`src/rtl/pixel_fb_writer.sv`:
```
// pixel_fb_writer: maps centre-origin pixels to screen addresses, clips off-screen pixels,
// queues survivors and writes them to a framebuffer; also runs a full-screen clear. Option: PIXEL_COUNTERS_EN.
module pixel_fb_writer #(
   parameter int H_RES      = 320,
   parameter int V_RES      = 240,
   parameter int FIFO_DEPTH = 8,
   parameter int ADDR_W     = 17,
   parameter int COLOR_W    = 4
) (
   input  logic                clk,
   input  logic                reset,
   input  logic                pix_valid,
   input  logic signed [8:0]   pix_x,
   input  logic signed [7:0]   pix_y,
   input  logic [COLOR_W-1:0]  pix_color,
   output logic                pix_ready,
   input  logic                clr_req,
   input  logic [COLOR_W-1:0]  clr_color,
   output logic                fb_we,
   output logic [ADDR_W-1:0]   fb_addr,
   output logic [COLOR_W-1:0]  fb_wdata,
   input  logic                fb_ready,
   output logic                busy,
   output logic [15:0]         clip_cnt,
   output logic [15:0]         wr_cnt
);

   localparam int PW = $clog2(FIFO_DEPTH);
   localparam int CW = PW + 1;
   localparam logic signed [10:0] H_HALF = 11'(H_RES / 2);
   localparam logic signed [10:0] V_HALF = 11'(V_RES / 2);
   localparam logic signed [10:0] H_LIM  = 11'(H_RES);
   localparam logic signed [10:0] V_LIM  = 11'(V_RES);
   localparam logic [ADDR_W-1:0]  H_RES_A   = ADDR_W'(H_RES);
   localparam logic [ADDR_W-1:0]  LAST_ADDR = ADDR_W'(H_RES * V_RES - 1);
   localparam logic [CW:0]        DEPTH_V   = FIFO_DEPTH[CW:0];

   typedef enum logic [1:0] {S_IDLE, S_DRAIN, S_CLEAR} state_t;

   typedef struct packed {
      logic [ADDR_W-1:0]  addr;
      logic [COLOR_W-1:0] color;
   } entry_t;

   state_t             state;
   logic               s1_valid;
   logic               s1_clip;
   entry_t             s1_entry;
   entry_t             mem [FIFO_DEPTH];
   logic [PW-1:0]      wr_ptr, rd_ptr;
   logic [CW-1:0]      fifo_count;
   logic               clr_pend;
   logic [COLOR_W-1:0] clr_color_q;

   logic signed [10:0] sx, sy;
   logic               clip_c;
   logic [ADDR_W-1:0]  addr_c;
   logic [CW:0]        occ;
   logic               accept, push, pop, enter_clear;
   entry_t             head, nxt;

   // 11-bit signed math keeps the offset sums of a 9-bit/8-bit input from wrapping.
   always_comb begin
      sx     = 11'(pix_x) + H_HALF;
      sy     = V_HALF - 11'(pix_y);
      clip_c = sx[10] || sy[10] || (sx >= H_LIM) || (sy >= V_LIM);
      addr_c = ADDR_W'(sy[9:0]) * H_RES_A + ADDR_W'(sx[9:0]);
   end

   // Slot accounting uses registered state only, so a pop never frees room in the same cycle.
   assign occ         = {1'b0, fifo_count} + {{CW{1'b0}}, s1_valid};
   assign pix_ready   = (state != S_CLEAR) && !clr_pend && (occ < DEPTH_V);
   assign accept      = pix_valid && pix_ready;
   assign push        = s1_valid && !s1_clip;
   assign pop         = fb_we && fb_ready && (state != S_CLEAR);
   assign enter_clear = (state != S_CLEAR) && clr_pend && !fb_we;
   assign head        = mem[rd_ptr];
   assign nxt         = mem[rd_ptr + PW'(1)];
   assign busy        = s1_valid || (fifo_count != '0) || fb_we || clr_pend || (state == S_CLEAR);

   // NOTE: queue storage is not reset; fifo_count guards every read, so stale words are never used.
   always_ff @(posedge clk) begin
      if (push) mem[wr_ptr] <= s1_entry;
   end

   // The presented write stays at the queue head until its transfer edge, so fb_we is never retracted.
   always_ff @(posedge clk or negedge reset) begin
      if (!reset) begin
         state       <= S_IDLE;
         s1_valid    <= 1'b0;
         s1_clip     <= 1'b0;
         s1_entry    <= '0;
         wr_ptr      <= '0;
         rd_ptr      <= '0;
         fifo_count  <= '0;
         fb_we       <= 1'b0;
         fb_addr     <= '0;
         fb_wdata    <= '0;
         clr_pend    <= 1'b0;
         clr_color_q <= '0;
      end else begin
         if (clr_req && (state != S_CLEAR) && !clr_pend) begin
            clr_pend    <= 1'b1;
            clr_color_q <= clr_color;
         end
         if (state == S_CLEAR) begin
            if (fb_ready) begin
               if (fb_addr == LAST_ADDR) begin
                  fb_we    <= 1'b0;
                  clr_pend <= 1'b0;
                  state    <= S_IDLE;
               end else begin
                  fb_addr <= fb_addr + ADDR_W'(1);
               end
            end
         end else if (enter_clear) begin
            state      <= S_CLEAR;
            s1_valid   <= 1'b0;
            wr_ptr     <= '0;
            rd_ptr     <= '0;
            fifo_count <= '0;
            fb_we      <= 1'b1;
            fb_addr    <= '0;
            fb_wdata   <= clr_color_q;
         end else begin
            s1_valid <= accept;
            if (accept) begin
               s1_entry <= '{addr: addr_c, color: pix_color};
               s1_clip  <= clip_c;
            end
            if (push) wr_ptr <= wr_ptr + PW'(1);
            if (pop)  rd_ptr <= rd_ptr + PW'(1);
            case ({push, pop})
               2'b10:   fifo_count <= fifo_count + CW'(1);
               2'b01:   fifo_count <= fifo_count - CW'(1);
               default: fifo_count <= fifo_count;
            endcase
            if (pop) begin
               if ((fifo_count > CW'(1)) && !clr_pend) begin
                  fb_addr  <= nxt.addr;
                  fb_wdata <= nxt.color;
               end else begin
                  fb_we <= 1'b0;
               end
            end else if (!fb_we && (fifo_count != '0) && !clr_pend) begin
               fb_we    <= 1'b1;
               fb_addr  <= head.addr;
               fb_wdata <= head.color;
            end
            if ((state == S_IDLE) && (fifo_count != '0)) begin
               state <= S_DRAIN;
            end else if ((state == S_DRAIN) && (fifo_count == '0) && !fb_we) begin
               state <= S_IDLE;
            end
         end
      end
   end

`ifdef PIXEL_COUNTERS_EN
   always_ff @(posedge clk or negedge reset) begin
      if (!reset) begin
         clip_cnt <= '0;
         wr_cnt   <= '0;
      end else if (enter_clear) begin
         clip_cnt <= '0;
         wr_cnt   <= '0;
      end else begin
         if (s1_valid && s1_clip && (clip_cnt != 16'hFFFF)) clip_cnt <= clip_cnt + 16'd1;
         if (pop && (wr_cnt != 16'hFFFF))                   wr_cnt   <= wr_cnt + 16'd1;
      end
   end
`else
   assign clip_cnt = '0;
   assign wr_cnt   = '0;
`endif

endmodule

```
`config.mk`:
```
export PLATFORM = sky130hd
export DESIGN_NAME = pixel_fb_writer
export DESIGN_NICKNAME = d
export VERILOG_FILES = /design/src/rtl/pixel_fb_writer.sv
export SDC_FILE = /design/constraint.sdc
export NUM_CORES = 1
export LEC_CHECK = 0
export BUFFER_PORTS_ARGS = -buffer_cell sky130_fd_sc_hd__buf_2
export CORE_ASPECT_RATIO = 1.2
export CORE_MARGIN = 1
export CORE_UTILIZATION = 61
export DETAILED_ROUTE_END_ITERATION = 10
export PLACE_DENSITY = 0.88
export SYNTH_ARGS = -nofsm -noshare
export SYNTH_HDL_FRONTEND = slang
export SYNTH_SLANG_ARGS = --single-unit
```
`constraint.sdc`:
```
create_clock -name clk -period 3.4 [get_ports clk]
set_clock_uncertainty 0.05 [all_clocks]
set_input_delay 0.68 -clock clk [delete_from_list [all_inputs] [get_ports clk]]
set_output_delay 0.68 -clock clk [all_outputs]
set_load 0.1 [all_outputs]
```
Yosys cells after proc, flatten, opt, wreduce, memory -nomap -nowiden --
Memory sizes are Yosys's and may differ from the RTL's. Cells that the tools add are included.
Operators by class: reduce and logical (&&, ||, !) cells 43, add/subtract/negate cells 9, muxes and demuxes 37, bitwise logic cells 2, eq/ne operators 12, magnitude comparators 4, $mul 1
Operators by type and width (number):
- $mux W17 | 7
- $mux W4 | 5
- $add A17 B1 Y17 const B | 1
- $add A17 B10 Y17 | 1
- $eq A17 B17 Y1 const B | 1
- $logic_and A1 B1 Y1 | 16
- $mux W1 | 14
- $mux W2 | 6
- $mux W3 | 4
- $reduce_bool A4 Y1 | 3
- $mul A10 B3 Y11 const B | 1
- $add A9 B9 Y10 const B | 1
- $ge A10 B10 Y1 const B | 1
- $ge A9 B9 Y1 const B | 1
- $reduce_and A3 Y1 | 3
- $sub A8 B8 Y9 const A | 1
- $pmux W4 S2 | 1
- $reduce_and A4 Y1 | 2
- $logic_or A1 B1 Y1 | 7
- $add A3 B1 Y3 const B | 2
- $ne A2 B2 Y1 const B | 3
- $reduce_and A2 Y1 | 3
- $reduce_bool A3 Y1 | 2
- $add A4 B1 Y5 | 1
- other kinds (15) | 21
Storage, ports and cells: register bits 62, output and inout bits 56, memories 1, input port bits 30, bits in writable memories 168, word-level logic and storage cells 122
Memories:
- mem | depth 8, width 21, read ports 2, clocked after memory_dff 0, write ports 1, line 49 | entry_t mem [FIFO_DEPTH];

Logic depth before layout (Yosys ltp) --
Gate-level depths: netlist of run 1.
depth after elaboration 7, depth in mapped cells 14, gate-level depth less buffers 14

Least setup slack after synthesis of run 1 --
OpenSTA, ideal clock, no wires.
path type in2reg, start point input port pix_y[2], end point register s1_entry[20] in the netlist's numbering, setup slack 44 ps, arrival 3182 ps, data required time 3225 ps, library setup time 125 ps, buffers on the path 0, stages 13, cells stage by stage nor3_1 -> xnor2_1 -> inv_1 -> ha_1 -> ha_1 -> inv_1 -> fa_1 -> xnor2_1 -> nand2b_1 -> a2111oi_0 -> nand4_1 -> xnor2_1 -> o21ai_1
On the way: word-level cells in the longest chain between the ends 3
Ends and longest elaborated chain:
- from (decl) | line 14 | input logic signed [7:0] pix_y,
- $sub A8 B8 Y9 | line 65 | sy = V_HALF - 11'(pix_y);
- $mul A10 B3 Y11 | line 67 | addr_c = ADDR_W'(sy[9:0]) * H_RES_A + ADDR_W'(sx[9:0]);
- $add A17 B10 Y17 | line 67
- to (signal assigned) | line 128 | s1_entry <= '{addr: addr_c, color: pix_color};
- to (decl) | line 48 | entry_t s1_entry;
No other way between the ends. A chain may end at the register's enable or synchronous reset.

Worst setup path after layout of run 1 --
Same ends and word-level chain as after synthesis.

==> impl_metrics.csv, run 1 <==
group,metric,value,unit
status,status,"complete, no violations",
route,post-route-drc-count,0,
clocking,ctsResizeCount,0,
route,wire_per_inst,23.1,um
placed_design,hpwlAfterDp,18100,um
logic_synthesis,netlist_area,0.0123,mm2
clocking,postCtsHoldBufs,0,
sta,fmax,324,MHz
sta,tightest_slew,899,ps
global_routing,grt_pass1_vias,8167,
critical_path,critPathMaxFanout,2,
sta,slew_headroom,39.8,%
route,final_antenna_net_count,0,
logic_synthesis,syn_inst,864,
clocking,worstSkewPairLatency,510,ps
logic_synthesis,netlist_top_cells_area,"edfxtp_1 (41%), mux4_2 (13%), dfrtp_1 (13%)",
logic_synthesis,synth-edff-count,168,
sta,setup_violations,0,
sta,maxSlewViolCount,0,
floorplanning,start_util,62.7,%
critical_path,ff2ff_setup_slack,520,ps
clocking,cts.path.max_buffers,3,
floorplanning,ios,86,
placed_design,gp_congestion,0.885,
layout,drive_gt1_share,25.9,%
logic_synthesis,synth_cell_types,71,
logic_synthesis,yosys_warnings,0,
layout,fillers,1272,
critical_path,path_class,"in -> reg",
logic_synthesis,synthArstFlopShare,27.0,%
clocking,root_buffer,"clkbuf_16",
clocking,cts_setup_buffers,0,
clocking,cts_buffers,21,
floorplanning,dieArea,0.0207,mm2
floorplanning,core,0.0196,mm2
critical_path,crit_path_end_kind,"flip-flop",
critical_path,reg2reg_depth,8,
layout,multi_input_area,0.00515,mm2
logic_synthesis,ys_seq_area_share,53.7,%
layout,area_growth,10.3,%
critical_path,r2r-start,"rd_ptr[0]",
floorplanning,die_h,158,um
sta,rsz0062_at_grt,"false",
sta,hold_viol,0,
floorplanning,placementRows,56,
clocking,htreeDepth,1,
logic_synthesis,synth_seq_cells,230,
global_routing,grt_max_degree,87,
pwr,p_per_area,478,mW/mm2
layout,nets,999,
worst_hold_path,hp-class,"in -> async",
route,routed_wl,28200,um
global_routing,grt_usage,28.0,%
critical_path,required,3730,ps
logic_synthesis,synth_top_area_share,41.0,%
pwr,p_total,6.48,mW
logic_synthesis,avgSynthCellArea,14.2,um2
layout,final_cells,1219,
route,vias,8072,
run,drv_cap,0,
critical_path,r2r_end,"fb_addr[11]",
clocking,cts_tree,"built",
global_routing,grt_overflow,0,
layout,antenna_cells,0,
global_routing,grt_pass1_wl,44400,um
floorplanning,die_x,132,um
route,drtIter0Drc,629,
route,viasPerCell,6.62,
logic_synthesis,ys.flop_type,"edfxtp_1",
sta,fin_crit_sh,90.9,%
route,first_pass_iters,7,
placed_design,place_inst,1181,
global_routing,antenna_found_initial,0,
critical_path,cp.arrival,3420,ps
critical_path,start_kind,"input pin",
pwr,p_leak,4.61,nW
clocking,clk_pin_slew,70,ps
layout,final_core_util,69.1,%
placed_design,io_buffers,53,
pwr,ir_drop,743,uV
sta,fin_crit,3090,ps
layout,seqCellArea,0.00660,mm2
clocking,cts.sinks,230,
logic_synthesis,synth_top_area_cell,"edfxtp_1",
-- cells by family after synthesis --
| group | after synthesis | synth area share (%) |
|---|---|---|
| AND/OR/NAND/NOR | 190 | 7.58 |
| XOR/XNOR | 27 | 1.98 |
| adder cells (fa/ha/maj) | 26 | 2.77 |
| other | 1 | 0.0305 |
| multiplexers | 128 | 19.5 |
| buffers and inverters | 105 | 5.81 |
| AO/OA/AOI/OAI | 157 | 8.61 |
| flip-flops | 230 | 53.7 |
-- power by group --
group	leakage [nW]	switching [mW]	internal [mW]
Clock	0.336	1.02	1.36
Combinational	2.18	0.740	0.270
Sequential	2.09	0.0675	3.02
-- flip-flops by register name, summed over array words and instances (netlist names) --
name         cells
fb_we            1
s1_valid         1
wr_ptr           3
fifo_count       4
fb_wdata         4
s1_clip          1
clr_color_q      4
state            2
rd_ptr           3
fb_addr         17
mem            168
s1_entry        21
clr_pend         1
-- metrics by stage --
step	setup TNS [ps]	hold slack (ps)	instance area (um2)	setup slack, ps
after floorplan	0	334	12400	43.9
after global placement	-257	414	12800	-165
after detailed placement	-873	429	12800	-312
after CTS	0	39.4	13500	213
after global routing	0	58.1	13600	46.1
final	0	38.1	13600	310
-- synth_stat cells, types with 3 or more instances --
cell type  count
dfrtp_1       62
nor3_1         7
a221oi_2       3
buf_12         3
nand3_1       20
nand2b_1      11
a21o_1         4
buf_4         40
o22ai_1        4
and3_1         6
nand2_1       58
inv_1         23
edfxtp_1     168
ha_1          24
a22oi_1        3
mux2_2        14
clkbuf_8       4
nand4_1        9
mux2i_1       30
o22a_1         6
a211oi_1      18
o21ai_0       37
a31oi_1        9
xor2_1        12
a21oi_1       41
nor2b_1       18
and2_1         4
mux4_1        14
a211oi_2       3
nor2_1        43
xnor2_1       14
o31ai_1        4
buf_6          8
buf_2         14
clkbuf_1      12
mux4_2        70
-- placed cells by master (no fill, tap or decap), drive strengths merged, types with 5 or more instances in the layout --
cell type,instances
dfrtp,62
xnor2,14
o21ai,39
xor2,13
nor2,43
mux4,84
nand2,59
a221oi,5
nor2b,18
mux2i,30
o22a,6
clkbuf,27
inv,24
a21oi,41
and3,7
ha,24
clkinv,6
nand3,20
conb,32
edfxtp,168
a31oi,9
buf,107
a211oi,21
mux2,14
nand2b,11
nand4,9
nor3,7
-- layout make-up --
| class | count | share of cell area (%) |
|---|---|---|
| Multi-Input combinational cell | 560 | 38.0 |
| Sequential cell | 230 | 48.7 |
| Tap cell | 261 | 2.41 |
| Inverter | 23 | 0.637 |
| Clock buffer | 27 | 4.26 |
| Clock inverter | 11 | 0.877 |
| Timing Repair Buffer | 107 | 5.13 |
-- critical path, stage by stage --
cell       delay [ps]
buf_2             100
nor3_1            220
xnor2_1           170
inv_1              90
ha_1              300
ha_1              180
inv_1              60
fa_1              430
xnor2_2           180
nand2b_1           90
a2111oi_1         380
buf_4             180
nand4_1           110
xnor2_1           180
o21ai_1            80
-- routing by layer --
layer	vias to the layer above	share of wire [%]	wire (um)	GRT usage, %
met5	-	0	0	0
met4	0	4.1	1170	13.4
met3	105	8.9	2500	4.54
met2	490	51	14500	49.3
met1	3998	36	10000	34.0
li1	3479	-	-	-
-- how the worst max path moves through the flow --
stage	startpoint	end	cells past startpoint
6_report	pix_y[2]	s1_entry[20]	15
3_3_place_gp	pix_y[2]	s1_entry[20]	15
4_1_cts	pix_y[2]	s1_entry[20]	15
5_1_grt	pix_y[2]	s1_entry[20]	15
2_1_floorplan	pix_y[2]	s1_entry[20]	13
3_5_place_dp	pix_y[2]	s1_entry[20]	15
Power figures use the tool's default switching activity.
==> run 2: changes to the inputs <==
==> constraint.sdc (replaced) <==
create_clock -name clk -period 3.4 [get_ports clk]
set_clock_uncertainty 0.05 [all_clocks]
set_input_delay 0.68 -clock clk [delete_from_list [all_inputs] [get_ports clk]]
set_output_delay 0.68 -clock clk [all_outputs]
set_load 0.05 [all_outputs]
==> run 2 against run 1 <==
Effect of this change:
- register-to-register slack worse by 30 ps
- final area did not move
- count of clock-buffer cells in the layout stayed put
- sequential cell count stayed put
- worst hold slack better by 1.9 ps
- die area unchanged
- fmax about the same
- sequential share of layout area unchanged
==> impl_metrics.csv, run 2 (synthesis results as in run 1) <==
group,metric,value,unit
status,status,"complete, no violations",
worst_hold_path,hp-class,"in -> async",
layout,drive_gt1_share,25.9,%
layout,final_common_cell,"edfxtp_1",
pwr,p_per_area,461,mW/mm2
clocking,root_buffer,"clkbuf_16",
global_routing,grt_overflow,0,
layout,antenna_cells,0,
route,first_pass_iters,5,
sta,hold_viol,0,
floorplanning,die_h,158,um
sta,slew_headroom,38.4,%
pwr,p_clk_share,38.1,%
global_routing,antenna_found_initial,0,
clocking,htreeDepth,1,
pwr,p_int,4.65,mW
layout,final_core_util,69.1,%
clocking,cts_buffers,21,
sta,setup_slack,309,ps
pwr,switching_share,25.5,%
layout,fillers,1272,
sta,fmax,324,MHz
critical_path,cp.arrival,3420,ps
route,viasPerCell,6.63,
critical_path,crit_path_end_kind,"flip-flop",
pwr,p_leak,4.61,nW
layout,layout_common_cells,"edfxtp_1 (168), mux4_2 (70), dfrtp_1 (61), nand2_1 (58), buf_2 (53)",
route,final_antenna_net_count,0,
route,wire_per_inst,23.2,um
clocking,cts_setup_buffers,0,
run,drv_cap,0,
placed_design,io_buffers,53,
sta,fin_crit_sh,90.9,%
route,vias,8088,
global_routing,grt_usage,28.1,%
clocking,cts_tree,"built",
layout,biggestRegsByFlops,"mem (168), s1_entry (21), fb_addr (17)",
layout,nets,999,
clocking,worstSkewPairLatency,510,ps
floorplanning,core,0.0196,mm2
sta,fin_crit,3090,ps
pwr,ir_drop,455,uV
clocking,cts.sinks,230,
critical_path,path_class,"in -> reg",
floorplanning,ios,86,
layout,area_growth,10.3,%
critical_path,start_kind,"input pin",
layout,largest_register_ffs,168,
sta,setup_violations,0,
clocking,cts.path.max_buffers,3,
floorplanning,start_util,62.7,%
layout,multi_input_area,0.00515,mm2
global_routing,grt_max_degree,87,
route,post-route-drc-count,0,
floorplanning,dieArea,0.0207,mm2
placed_design,hpwlAfterDp,18100,um
route,drtIter0Drc,693,
floorplanning,placementRows,56,
sta,rsz0062_at_grt,"false",
clocking,clk_pin_slew,70,ps
placed_design,preCtsSetupSlack,-312,ps
critical_path,required,3730,ps
pwr,comb_power_share,12.4,%
pwr,pwr-share-seq,49.4,%
floorplanning,die_x,132,um
pwr,p_total,6.24,mW
layout,seqCellArea,0.00660,mm2
global_routing,grt_pass1_wl,44400,um
layout,top_register,"mem",
critical_path,critPathMaxFanout,2,
global_routing,grt_pass1_vias,8165,
route,routed_wl,28300,um
sta,tightest_slew,921,ps
pwr,switchingPower,1.59,mW
placed_design,gp_congestion,0.885,
sta,maxSlewViolCount,0,
==> run 2: cell counts in the layout (fill, tap and decap cells not counted) <==
No cell type changed its count.
==> run 2: stage by stage <==
stage / instances / cell area, um2 / setup TNS (ps) / hold slack (ps)
2_1_floorplan: 895 / 12400 / 0 / 334
3_3_place_gp: 1181 / 12800 / -257 / 414
3_5_place_dp: 1181 / 12800 / -873 / 429
4_1_cts: 1219 / 13500 / 0 / 39.4
5_1_grt: 1219 / 13600 / 0 / 56.2
6_report: 1219 / 13600 / 0 / 40.0
==> run 2: path summary, 6_finish.rpt <==
check	startpoint	endpoint	slack [ps]	cells past startpoint
hold reg to reg	fb_wdata[2]	fb_wdata[2]	440	2
max in group asynchronous	reset	fb_addr[12]	2550	2
hold / removal	reset	wr_ptr[0]	40	1
setup / recovery	pix_y[2]	s1_entry[20]	310	15
min in group clk	pix_color[3]	s1_entry[3]	360	2
setup reg to reg	rd_ptr[0]	fb_addr[11]	490	8
==> run 2: final cells by class <==
| type | instances | area share, % |
|---|---|---|
| clock inverters | 11 | 0.877 |
| clock buffers | 27 | 4.26 |
| inverters | 23 | 0.637 |
| well taps | 261 | 2.41 |
| multi-input cells | 560 | 38.0 |
| repair buffers | 107 | 5.13 |
| flip-flops and latches | 230 | 48.7 |
==> run 2: worst max-delay path, stage by stage <==
cell and delay [ps]:
buf_2 100, nor3_1 220, xnor2_1 170, inv_1 90
ha_1 300, ha_1 180, inv_1 60, fa_1 430
xnor2_2 180, nand2b_1 90, a2111oi_1 380, buf_4 180
nand4_1 110, xnor2_1 190, o21ai_1 80
==> run 2: power groups by stage <==
stage,clock (mW),combinational (mW),sequential (mW)
floorplan,0,0.425,3.27
global placement,0,0.737,3.14
detailed placement,0,0.757,3.14
CTS,2.40,0.761,3.09
global route,2.49,0.838,3.09
finish,2.38,0.774,3.09
==> run 2: metal layers <==
| metal | track usage, % | up-vias | part of all wire (%) |
|---|---|---|---|
| met5 | 0 | - | 0 |
| li1 | - | 3474 | - |
| met3 | 4.67 | 91 | 8.3 |
| met4 | 13.7 | 0 | 3.8 |
| met2 | 49.0 | 482 | 52 |
| met1 | 34.2 | 4041 | 36 |
==> run 2: repair_timing <==
item	in CTS	in global routing
hold buffers	0	0
gates resized for setup	0	3
setup endpoints to repair	0	3
